File: src/rtl/mdr_unit.sv
// Memory data register: bus load, sized/extended memory reads, lane-replicated
// stores with byte enables, and a req/ack handshake bounded by a timeout.
module mdr_unit #(
  parameter  int unsigned DATA_W  = 32,
  parameter  int unsigned TIMEOUT = 15,
  localparam int unsigned LANE_W  = $clog2(DATA_W / 8)
) (
  input  logic                  clk,
  input  logic                  clr,
  input  logic [DATA_W-1:0]     BusMuxOut,
  input  logic                  MDRin,
  input  logic                  Read,
  input  logic                  Write,
  input  logic [1:0]            size,
  input  logic                  sign_ext,
  input  logic [LANE_W-1:0]     addr_lo,
  input  logic [DATA_W-1:0]     Mdatain,
  input  logic                  mem_ack,
  output logic                  mem_req,
  output logic                  mem_we,
  output logic [DATA_W/8-1:0]   mem_be,
  output logic [DATA_W-1:0]     Mdataout,
  output logic [DATA_W-1:0]     Q,
  output logic                  busy,
  output logic                  done,
  output logic                  err
);

  localparam int unsigned BE_W = DATA_W / 8;

  typedef enum logic [1:0] {S_IDLE, S_READ, S_WRITE} state_t;

  state_t              state_q, state_d;
  logic [DATA_W-1:0]   q_q, q_d;
  logic [DATA_W-1:0]   dout_q, dout_d;
  logic [BE_W-1:0]     be_q, be_d;
  logic                req_q, req_d;
  logic                we_q, we_d;
  logic                busy_q, busy_d;
  logic                done_q, done_d;
  logic                err_q, err_d;
  logic [7:0]          cnt_q, cnt_d;
  logic [1:0]          size_q, size_d;
  logic                sext_q, sext_d;
  logic [LANE_W-1:0]   addr_q, addr_d;
  logic [1:0]          eff_s;

  // log2 of the access byte count; "full" collapses to "word" on a 32-bit datapath
  function automatic logic [1:0] eff_size(input logic [1:0] s);
    return (DATA_W == 32 && s == 2'b11) ? 2'b10 : s;
  endfunction

  function automatic logic [LANE_W-1:0] lane_off(input logic [1:0] s,
                                                 input logic [LANE_W-1:0] a);
    logic [LANE_W-1:0] m;
    m = '1;
    m = m << s;
    return a & m;
  endfunction

  function automatic logic [BE_W-1:0] lane_be(input logic [1:0] s,
                                              input logic [LANE_W-1:0] a);
    logic [BE_W-1:0] b;
    b = '0;
    for (int unsigned i = 0; i < BE_W; i++)
      if (i < (32'd1 << s)) b[i] = 1'b1;
    return b << lane_off(s, a);
  endfunction

  function automatic logic [DATA_W-1:0] replicate(input logic [1:0] s,
                                                  input logic [DATA_W-1:0] d);
    logic [DATA_W-1:0] r;
    r = '0;
    for (int unsigned i = 0; i < BE_W; i++)
      r[8*i +: 8] = d[8*(i & ((32'd1 << s) - 32'd1)) +: 8];
    return r;
  endfunction

  function automatic logic [DATA_W-1:0] load(input logic [1:0] s, input logic sx,
                                             input logic [LANE_W-1:0] a,
                                             input logic [DATA_W-1:0] d);
    logic [DATA_W-1:0] sh, r;
    int unsigned       n;
    logic              neg;
    sh  = d >> {lane_off(s, a), 3'b000};
    n   = 32'd1 << s;
    neg = sx & sh[8*n-1];
    r   = '0;
    for (int unsigned i = 0; i < BE_W; i++)
      r[8*i +: 8] = (i < n) ? sh[8*i +: 8] : {8{neg}};
    return r;
  endfunction

  // Next-state: command acceptance in IDLE, ack/timeout resolution while busy
  always_comb begin
    state_d = state_q;
    q_d     = q_q;
    dout_d  = dout_q;
    be_d    = be_q;
    req_d   = req_q;
    we_d    = we_q;
    busy_d  = busy_q;
    done_d  = 1'b0;
    err_d   = err_q;
    cnt_d   = cnt_q;
    size_d  = size_q;
    sext_d  = sext_q;
    addr_d  = addr_q;
    eff_s   = eff_size(size);
    unique case (state_q)
      S_IDLE: begin
        if (Read || Write) begin
          state_d = Read ? S_READ : S_WRITE;
          size_d  = eff_s;
          sext_d  = sign_ext;
          addr_d  = addr_lo;
          cnt_d   = '0;
          err_d   = 1'b0;
          req_d   = 1'b1;
          we_d    = !Read;
          busy_d  = 1'b1;
          be_d    = lane_be(eff_s, addr_lo);
          dout_d  = replicate(eff_s, q_q);
        end else if (MDRin) begin
          q_d = BusMuxOut;
        end
      end
      default: begin
        // ack takes precedence over a timeout landing on the same edge
        if (mem_ack || cnt_q == 8'(TIMEOUT - 1)) begin
          if (mem_ack && state_q == S_READ)
            q_d = load(size_q, sext_q, addr_q, Mdatain);
          err_d   = !mem_ack;
          state_d = S_IDLE;
          req_d   = 1'b0;
          we_d    = 1'b0;
          busy_d  = 1'b0;
          done_d  = 1'b1;
        end else begin
          cnt_d = cnt_q + 8'd1;
        end
      end
    endcase
  end

  // State and registered outputs with synchronous active-low clear
  always_ff @(posedge clk) begin
    if (!clr) begin
      state_q <= S_IDLE;
      q_q     <= '0;
      dout_q  <= '0;
      be_q    <= '0;
      req_q   <= 1'b0;
      we_q    <= 1'b0;
      busy_q  <= 1'b0;
      done_q  <= 1'b0;
      err_q   <= 1'b0;
      cnt_q   <= '0;
      size_q  <= '0;
      sext_q  <= 1'b0;
      addr_q  <= '0;
    end else begin
      state_q <= state_d;
      q_q     <= q_d;
      dout_q  <= dout_d;
      be_q    <= be_d;
      req_q   <= req_d;
      we_q    <= we_d;
      busy_q  <= busy_d;
      done_q  <= done_d;
      err_q   <= err_d;
      cnt_q   <= cnt_d;
      size_q  <= size_d;
      sext_q  <= sext_d;
      addr_q  <= addr_d;
    end
  end

  assign mem_req  = req_q;
  assign mem_we   = we_q;
  assign mem_be   = be_q;
  assign Mdataout = dout_q;
  assign Q        = q_q;
  assign busy     = busy_q;
  assign done     = done_q;
  assign err      = err_q;

endmodule

File: config.mk
export PLATFORM = sky130hd
export DESIGN_NAME = mdr_unit
export DESIGN_NICKNAME = d
export VERILOG_FILES = /design/src/rtl/mdr_unit.sv
export SDC_FILE = /design/constraint.sdc
export NUM_CORES = 1
export LEC_CHECK = 0
export ABC_AREA = 1
export BUFFER_PORTS_ARGS = -buffer_cell sky130_fd_sc_hd__buf_2
export CORE_ASPECT_RATIO = 1.75
export CORE_UTILIZATION = 51
export DETAILED_ROUTE_END_ITERATION = 7
export PLACE_DENSITY_LB_ADDON = 0.1
export SLEW_MARGIN = 40
export SYNTH_ARGS = -nofsm -noshare
export SYNTH_HDL_FRONTEND = slang
export SYNTH_SLANG_ARGS = --single-unit
File: constraint.sdc
create_clock -name clk -period 2.7 [get_ports clk]
set_input_delay 0.54 -clock clk [delete_from_list [all_inputs] [get_ports clk]]
set_output_delay 0.54 -clock clk [all_outputs]
set_load 0.1 [all_outputs]
==> results of run 1 <==
==> worst max-delay path by stage <==
stage               slack, ps  cells past startpoint        from      endpoint
floorplan                 460                      7  state_q[1]  Mdataout[16]
CTS                       490                     10   size_q[1]          Q[7]
global route              330                     10   size_q[1]          Q[0]
detailed placement        530                     10   size_q[1]          Q[0]
global placement          560                     10   size_q[1]          Q[3]
finish                    530                     10   size_q[1]          Q[0]
==> logic make-up after synthesis <==
family	after synthesis	synth area share [%]
simple gates	341	31.4
buf+inv	121	10.7
fa+ha+maj	3	0.805
compound gates	166	19.6
xor+xnor	3	0.564
flops	86	36.9
==> cell usage after synthesis, types with 2 or more instances <==
master    count
nor3_1        2
nand3_1      36
clkbuf_1     23
nand4_1       2
or2_1         3
o22ai_1       9
or2_2        29
o211ai_1      8
nand2_4       2
o21ai_1      10
o21ai_0      57
ha_1          3
a21oi_1      68
clkinv_1      2
buf_6         3
nand3b_1      2
xnor2_1       2
inv_1        74
a21oi_2       2
nand3_2       2
buf_4         2
inv_2         4
dfxtp_1      86
buf_2        12
nand2_1     212
a211oi_1      8
nand2_2       2
nor2_1       47
==> registers in the layout (all words and copies together) (netlist names) <==
register and cells:
cnt_q 8, mem_be 4, Mdataout 32, busy 1, err 1, state_q 2, sext_q 1, size_q 2
Q 32, addr_q 2, done 1
==> metrics by stage <==
step | cells | util (%)
5_1_grt | 971 | 66.0
3_3_place_gp | 955 | 61.9
3_5_place_dp | 955 | 61.9
2_1_floorplan | 720 | -
6_report | 971 | 66.0
4_1_cts | 971 | 66.0
==> critical path, cell delays in order (launching register included) <==
cell,delay [ps]
dfxtp_1,490
inv_2,190
nand2_4,230
inv_2,170
a21oi_2,130
nand2_1,110
a21oi_4,210
nand3_2,230
nand2_1,110
nand2_1,80
a21oi_1,140
==> metal layers <==
layer,global-route usage (%),part of all wire [%],up-vias
li1,-,-,2559
met1,35.2,39,2212
met2,53.9,51,241
met3,5.09,5.7,35
met4,15.0,3.9,0
met5,0,0,-
==> power groups by stage <==
stage | sequential, µW | combinational (µW) | clock, µW
after floorplan | 2420 | 699 | 0
after global placement | 1540 | 1950 | 0
after detailed placement | 1550 | 1970 | 0
after CTS | 1520 | 1970 | 1450
after global routing | 1540 | 2110 | 1520
final | 1520 | 1980 | 1440
==> layout make-up <==
class / count / area, µm²
Clock buffer: 11 / 253
Sequential cell: 86 / 1720
Fill cell: 870 / 2990
Tap cell: 117 / 146
Multi-Input combinational cell: 513 / 2440
Timing Repair Buffer: 159 / 826
Inverter: 80 / 300
Clock inverter: 5 / 104
==> impl_metrics.toml, run 1 <==
[power_and_ir_drop]
p_switching_uw = 2170
combPwrFrac_pct = 40.0
finalPower_uw = 4940
switching_share_pct = 44.0
powerDensity_mw_per_mm2 = 853
leakagePower_uw = 0.00303
pwr-share-clk_pct = 29.2
p_int_uw = 2770
power_frac_seq_pct = 30.8
ir_worst_vdd_mv = 0.456

[detailed_routing]
viasPerCell = 5.20
drc_errors = 0
first_pass_iters = 5
drt_iter0_markers = 314
drt-wirelength-per-cell_um = 14.9
vias = 5047
final_antenna_net_count = 0
drt_wl_total_um = 14500

[clock_network]
cts_tree = "done"
clkTransAtPathRegs_ps = 60
ctsResizeCount = 0
cts_buffer_depth = 2
insertion_delay_ps = 340
htree_num_levels = 3
postCtsSetupRepairBufs = 0
hold_buffers = 0
cts_made_buffers = 9
cts_root_buf = "clkbuf_16"
cts_sinks = 86

[floorplan]
floorplan.initialDensity_pct = 53.1
die_w_um = 74.3
io_pins = 148
fp-row-count = 45
die-area_mm2 = 0.00954
die_h_um = 128
core_mm2 = 0.00878

[grt]
grt_pass1_vias = 4464
grt_pass1_wl_um = 22100
grt_overflow_total = 0
antenna_found_initial = 0
grt_max_degree = 51
track_usage_pct = 30.7

[timing]
fmaxAchievable_mhz = 460
finalSetupViolCount = 0
finalHoldViolations = 0
finalCritPeriodShare_pct = 80.5
skew_ps = 4.67
slew_headroom_pct = 51.9
fin_setup_tns_ps = 0
whs_ps = 454
layout_setup_ws_ps = 527
fin_crit_ps = 2170
tightest_slew_ps = 719
slew_violations = 0
rsz0062_at_grt = "no"

[hold_path]
hold_end = "Mdataout[23]"
holdPathStages = 2
hold_class = "register to register"
holdCritStartpoint = "Mdataout[23]"

[yosys]
ys_seq_area_share_pct = 36.9
synth_edf_count = 0
yosys_warnings = 0
synth_top_area_cell = "dfxtp_1"
syn_nets = 798
ys_top_cells_by_area = "dfxtp_1 37%, nand2_1 17%, a21oi_1 7.3%"
synth_top_cell_area_share_pct = 36.9
synthDistinctLibCells = 36
syn_area_per_cell_um2 = 6.47
synthArstFlopShare_pct = 0
synth_flop_cell = "dfxtp_1"
syn_inst = 720
syn-cell-area_mm2 = 0.00466
synth_seq_cells = 86

[place]
post_dp_cell_area_mm2 = 0.00544
place_ws_ps = 533
hpwl_um = 11300
gp_congestion = 0.920
io_buffers = 147

[critical_path]
reg2reg_to = "Q[0]"
rr_worst_depth = 10
start_kind = "register"
r2r_setup_slack_ps = 530
cp_data_arrival_time_ps = 2440
worstSetupPathType = "register to register"
crit_fanout = 21
crit_path_end_kind = "register"
crit_required_ps = 2970
worstReg2RegStart = "size_q[1]"

[finish]
diodes = 0
fin_area_mm2 = 0.00579
final_common_cell = "nand2_1"
final_cell_mix = "212 x nand2_1, 147 x buf_2, 86 x dfxtp_1"
num-nets-final = 927
area_delta_synth_final_pct = 24.3
drive_gt1_share_pct = 25.8

[outcome]
status = "finished clean"

[job]
cap_violations = 0
Power figures use the tool's default switching activity.
==> run 2: changes to the inputs <==
Settings changed: CORE_UTILIZATION 51 to 46.
Clock period 2.7 ns to 1.8 ns, I/O delays scaled along.
==> impl_metrics.toml, run 2 (synthesis results as in run 1) <==
[outcome]
status = "finished clean"

[finish]
area_delta_synth_final_pct = 31.0
final_common_cell = "nand2_1"
drive_gt1_share_pct = 29.5
utilization_pct = 62.0
seq_area_mm2 = 0.00173
diodes = 0
final_cell_mix = "208 x nand2_1, 147 x buf_2, 83 x dfxtp_1"
multi_input_area_mm2 = 0.00252
fillers = 948
num-nets-final = 953

[critical_path]
crit_required_ps = 2060
crit_fanout = 9
start_kind = "register"
crit_path_top_delay_cell = "dfxtp_2"
crit_path_end_kind = "register"
slowest_delay_ps = 340
critPathTopFamily = "simple AND/OR/NAND/NOR gates"
crit_chain = "nor2_4 -> inv_2 -> buf_4 -> a21oi_2 -> nand2_2 -> a21oi_4 -> buf_12 -> nand3_4 -> nand2_1 -> nand2_1 -> a21oi_1"
cp_data_arrival_time_ps = 2010
path_common_cell = "nand2_1"
crit_buf_inv = 3
worstSetupPathType = "register to register"

[detailed_routing]
drt_iter0_markers = 283
first_pass_iters = 7
drc_errors = 0
vias = 5225
viasPerCell = 5.20
drt_wl_total_um = 15000
drt-wirelength-per-cell_um = 14.9
final_antenna_net_count = 0

[clock_network]
cts_root_buf = "clkbuf_16"
insertion_delay_ps = 330
clkTransAtPathRegs_ps = 60
hold_buffers = 0
cts_made_buffers = 9
cts_buffer_depth = 2
htree_num_levels = 3
cts_tree = "done"
cts_sinks = 86

[timing]
finalCritPeriodShare_pct = 97.1
finalHoldViolations = 0
fmaxAchievable_mhz = 572
rsz0062_at_grt = "yes"
whs_ps = 317
finalSetupViolCount = 0
fin_crit_ps = 1750
skew_ps = 5.61
tightest_slew_ps = 523
slew_violations = 0
slew_headroom_pct = 65.4

[place]
io_buffers = 147
hpwl_um = 11700
gp_congestion = 0.889

[job]
cap_violations = 0

[floorplan]
floorplan.initialDensity_pct = 47.3
die-area_mm2 = 0.0106
fp-row-count = 48
io_pins = 148
die_h_um = 135
die_w_um = 78.1
core_mm2 = 0.00985

[power_and_ir_drop]
powerDensity_mw_per_mm2 = 1190
leakagePower_uw = 0.00316
ir_worst_vdd_mv = 0.649

[hold_path]
hold_class = "input port to register"

[grt]
track_usage_pct = 28.0
grt_pass1_wl_um = 23000
grt_max_degree = 51
grt_pass1_vias = 4854
antenna_found_initial = 0
grt_overflow_total = 0
-- run 2: timing repair --
action	in CTS	in global routing
gates resized for setup	2	20
gates cloned	0	1
pin swaps	0	5
setup endpoints to repair	9	49
buffers inserted	0	5
-- run 2: path summary, 6_finish.rpt --
path,cells after the start,end,slack (ps),startpoint
hold reg to reg,2,Mdataout[27],450,Mdataout[27]
hold / removal,3,state_q[0],320,Read
setup reg to reg,11,Q[2],50,size_q[0]
setup / recovery,11,Q[2],50,size_q[0]
-- run 2: per-layer routing --
metal	share of wire (%)	GRT usage [%]
met4	5.1	17.1
met2	52	50.2
met5	0	0
met1	39	31.2
met3	4.3	3.03
-- run 2: where the power goes --
part           internal (µW)  total, µW  switching, µW  leakage (µW)
clock network           1060       1780            723      0.000140
logic                    736       3180           2440       0.00231
registers               2110       2280            167      0.000707
total                   3910       7240           3330       0.00316
-- run 2: metrics by stage --
step / power (µW) / cells / setup TNS [ps] / instance area, µm² / setup WS, ps
3_5_place_dp: 5380 / 983 / -216 / 5660 / -49.4
4_1_cts: 7150 / 999 / 0 / 5960 / 19.7
2_1_floorplan: 4690 / 720 / 0 / 4670 / 14.7
3_3_place_gp: 5340 / 983 / 0 / 5660 / 61.1
5_1_grt: 7560 / 1005 / -363 / 6110 / -49.3
6_report: 7240 / 1005 / 0 / 6110 / 52.7
-- run 2: cell type report --
cell class / count / area share [%]
clock buffer: 12 / 4.39
clock inverter: 4 / 0.471
inverter: 80 / 4.98
multi-input combinational: 514 / 41.4
sequential: 86 / 28.3
tap: 125 / 2.56
timing repair buffer: 184 / 18.0
-- run 2: worst min-delay path: stages --
cell,delay (ps)
buf_2,120
nand2_1,60
a21oi_1,60
==> run 3: changes to the inputs <==
Settings changed: CORE_MARGIN set to 1.5.
==> impl_metrics.toml, run 3 (synthesis results as in run 1) <==
[outcome]
status = "finished, violations left"
failed_checks = "setup timing"

[clock_network]
cts_made_buffers = 9
clkTransAtPathRegs_ps = 60
insertion_delay_ps = 340
cts_root_buf = "clkbuf_16"
cts_sinks = 86
htree_num_levels = 3
cts_tree = "done"
cts_buffer_depth = 2
hold_buffers = 0

[power_and_ir_drop]
leakagePower_uw = 0.00320
combPwrFrac_pct = 43.3
pwr-share-clk_pct = 26.3
ir_worst_vdd_mv = 0.863
powerDensity_mw_per_mm2 = 1200
p_int_uw = 4130
power_frac_seq_pct = 30.4
switching_share_pct = 44.9
p_switching_uw = 3370
finalPower_uw = 7500

[critical_path]
start_kind = "register"
rr_worst_depth = 10
crit_required_ps = 2060
worstReg2RegStart = "size_q[0]"
r2r_setup_slack_ps = -30
crit_fanout = 8
cp_data_arrival_time_ps = 2100
worstSetupPathType = "register to register"
crit_path_end_kind = "register"
reg2reg_to = "Q[25]"

[detailed_routing]
highest_layer = "met4"
drc_errors = 0
final_antenna_net_count = 0
viasPerCell = 5.18
wl_met3_um = 586
first_pass_iters = 7
drt_wl_total_um = 15600
wl_met2_um = 8440
drt_iter0_markers = 261
drt-wirelength-per-cell_um = 15.5
vias = 5214
wl_met1_um = 6000

[timing]
fin_crit_ps = 1830
skew_ps = 5.31
fmaxAchievable_mhz = 546
finalCritPeriodShare_pct = 102
slew_headroom_pct = 67.1
finalSetupViolCount = 6
finalHoldViolations = 0
layout_setup_ws_ps = -33.1
slew_violations = 0
rsz0062_at_grt = "yes"
tightest_slew_ps = 498
whs_ps = 304

[job]
cap_violations = 0

[grt]
antenna_found_initial = 0
grt_max_degree = 51
track_usage_pct = 28.4
grt_pass1_wl_um = 23300
grt_pass1_vias = 4706
grt_overflow_total = 0

[place]
hpwl_um = 11800
post_dp_cell_area_mm2 = 0.00567
gp_congestion = 0.895
place_ws_ps = 44.1
io_buffers = 147

[floorplan]
io_pins = 148
floorplan.initialDensity_pct = 47.3
die_w_um = 79.1
die_h_um = 136
fp-row-count = 48
die-area_mm2 = 0.0108
core_mm2 = 0.00985

[finish]
diodes = 0
final_common_cell = "nand2_1"
fin_area_mm2 = 0.00623
drive_gt1_share_pct = 31.6
fillers = 998
final_cell_mix = "201 x nand2_1, 147 x buf_2, 83 x dfxtp_1"
num-nets-final = 955
area_delta_synth_final_pct = 33.6

[hold_path]
holdPathStages = 2
holdCritStartpoint = "sign_ext"
hold_end = "sext_q"
hold_class = "input port to register"
==> run 3: changes by cell type in the layout (fill, tap and decap cells not counted), moves of 3 or more <==
cell        previous run  this run
nand3_2                0         6
o21ai_2                1         7
nand3_1               36        30
o21ai_1                9         4
a21oi_1               65        62
nand2_2                4        12
a21oi_2                5         8
clkinvlp_4             3         0
nand2_1              208       201
==> run 3: how the worst max path moves through the flow <==
stage	cells after the start	start	slack, ps	endpoint
after floorplan	13	size_q[1]	10	Q[16]
after global placement	10	size_q[1]	60	Q[29]
after detailed placement	6	state_q[1]	40	Mdataout[30]
after CTS	6	state_q[1]	6	Mdataout[30]
after global routing	10	size_q[0]	-90	Q[5]
final	10	size_q[0]	-30	Q[25]
==> run 3: layer usage <==
layer  up-vias  track usage [%]
met3        29             2.89
met1      2370             31.1
li1       2633                -
met4         0             13.4
met2       182             53.3
met5         -                0
==> run 3: area by class of cell <==
type,instances,area (µm²),share of cell area [%]
Clock buffer,12,246,3.96
Timing Repair Buffer,186,1120,18.0
Tap cell,125,156,2.51
Sequential cell,86,1730,27.8
Inverter,80,300,4.82
Multi-Input combinational cell,514,2600,41.8
Clock inverter,4,70.1,1.13
==> run 3: worst max-delay path: stages (launching register included) <==
cell,delay (ps)
dfxtp_4,350
nor2_4,150
inv_2,60
ha_1,280
inv_1,80
a21oi_4,310
buf_6,170
nand2_8,80
nand2_2,80
o21ai_2,50
a21oi_1,140
==> run 3: power by group through the flow <==
stage / clock network, µW / registers [µW] / logic (µW)
after floorplan: 0 / 3640 / 1050
final: 1970 / 2280 / 3240
after CTS: 1980 / 2280 / 3080
after global routing: 2060 / 2300 / 3440
after global placement: 0 / 2320 / 3050
after detailed placement: 0 / 2320 / 3070
==> run 3: metrics by stage <==
step / util, % / setup TNS [ps] / cells
after floorplan: - / 0 / 720
after global placement: 57.5 / 0 / 982
after detailed placement: 57.5 / 0 / 982
after CTS: 60.8 / 0 / 998
after global routing: 63.2 / -1100 / 1007
final: 63.2 / -89.0 / 1007
==> run 3: timing repair <==
item,CTS,global route
gates resized for setup,0,45
setup buffers,0,8
setup endpoints to repair,0,47
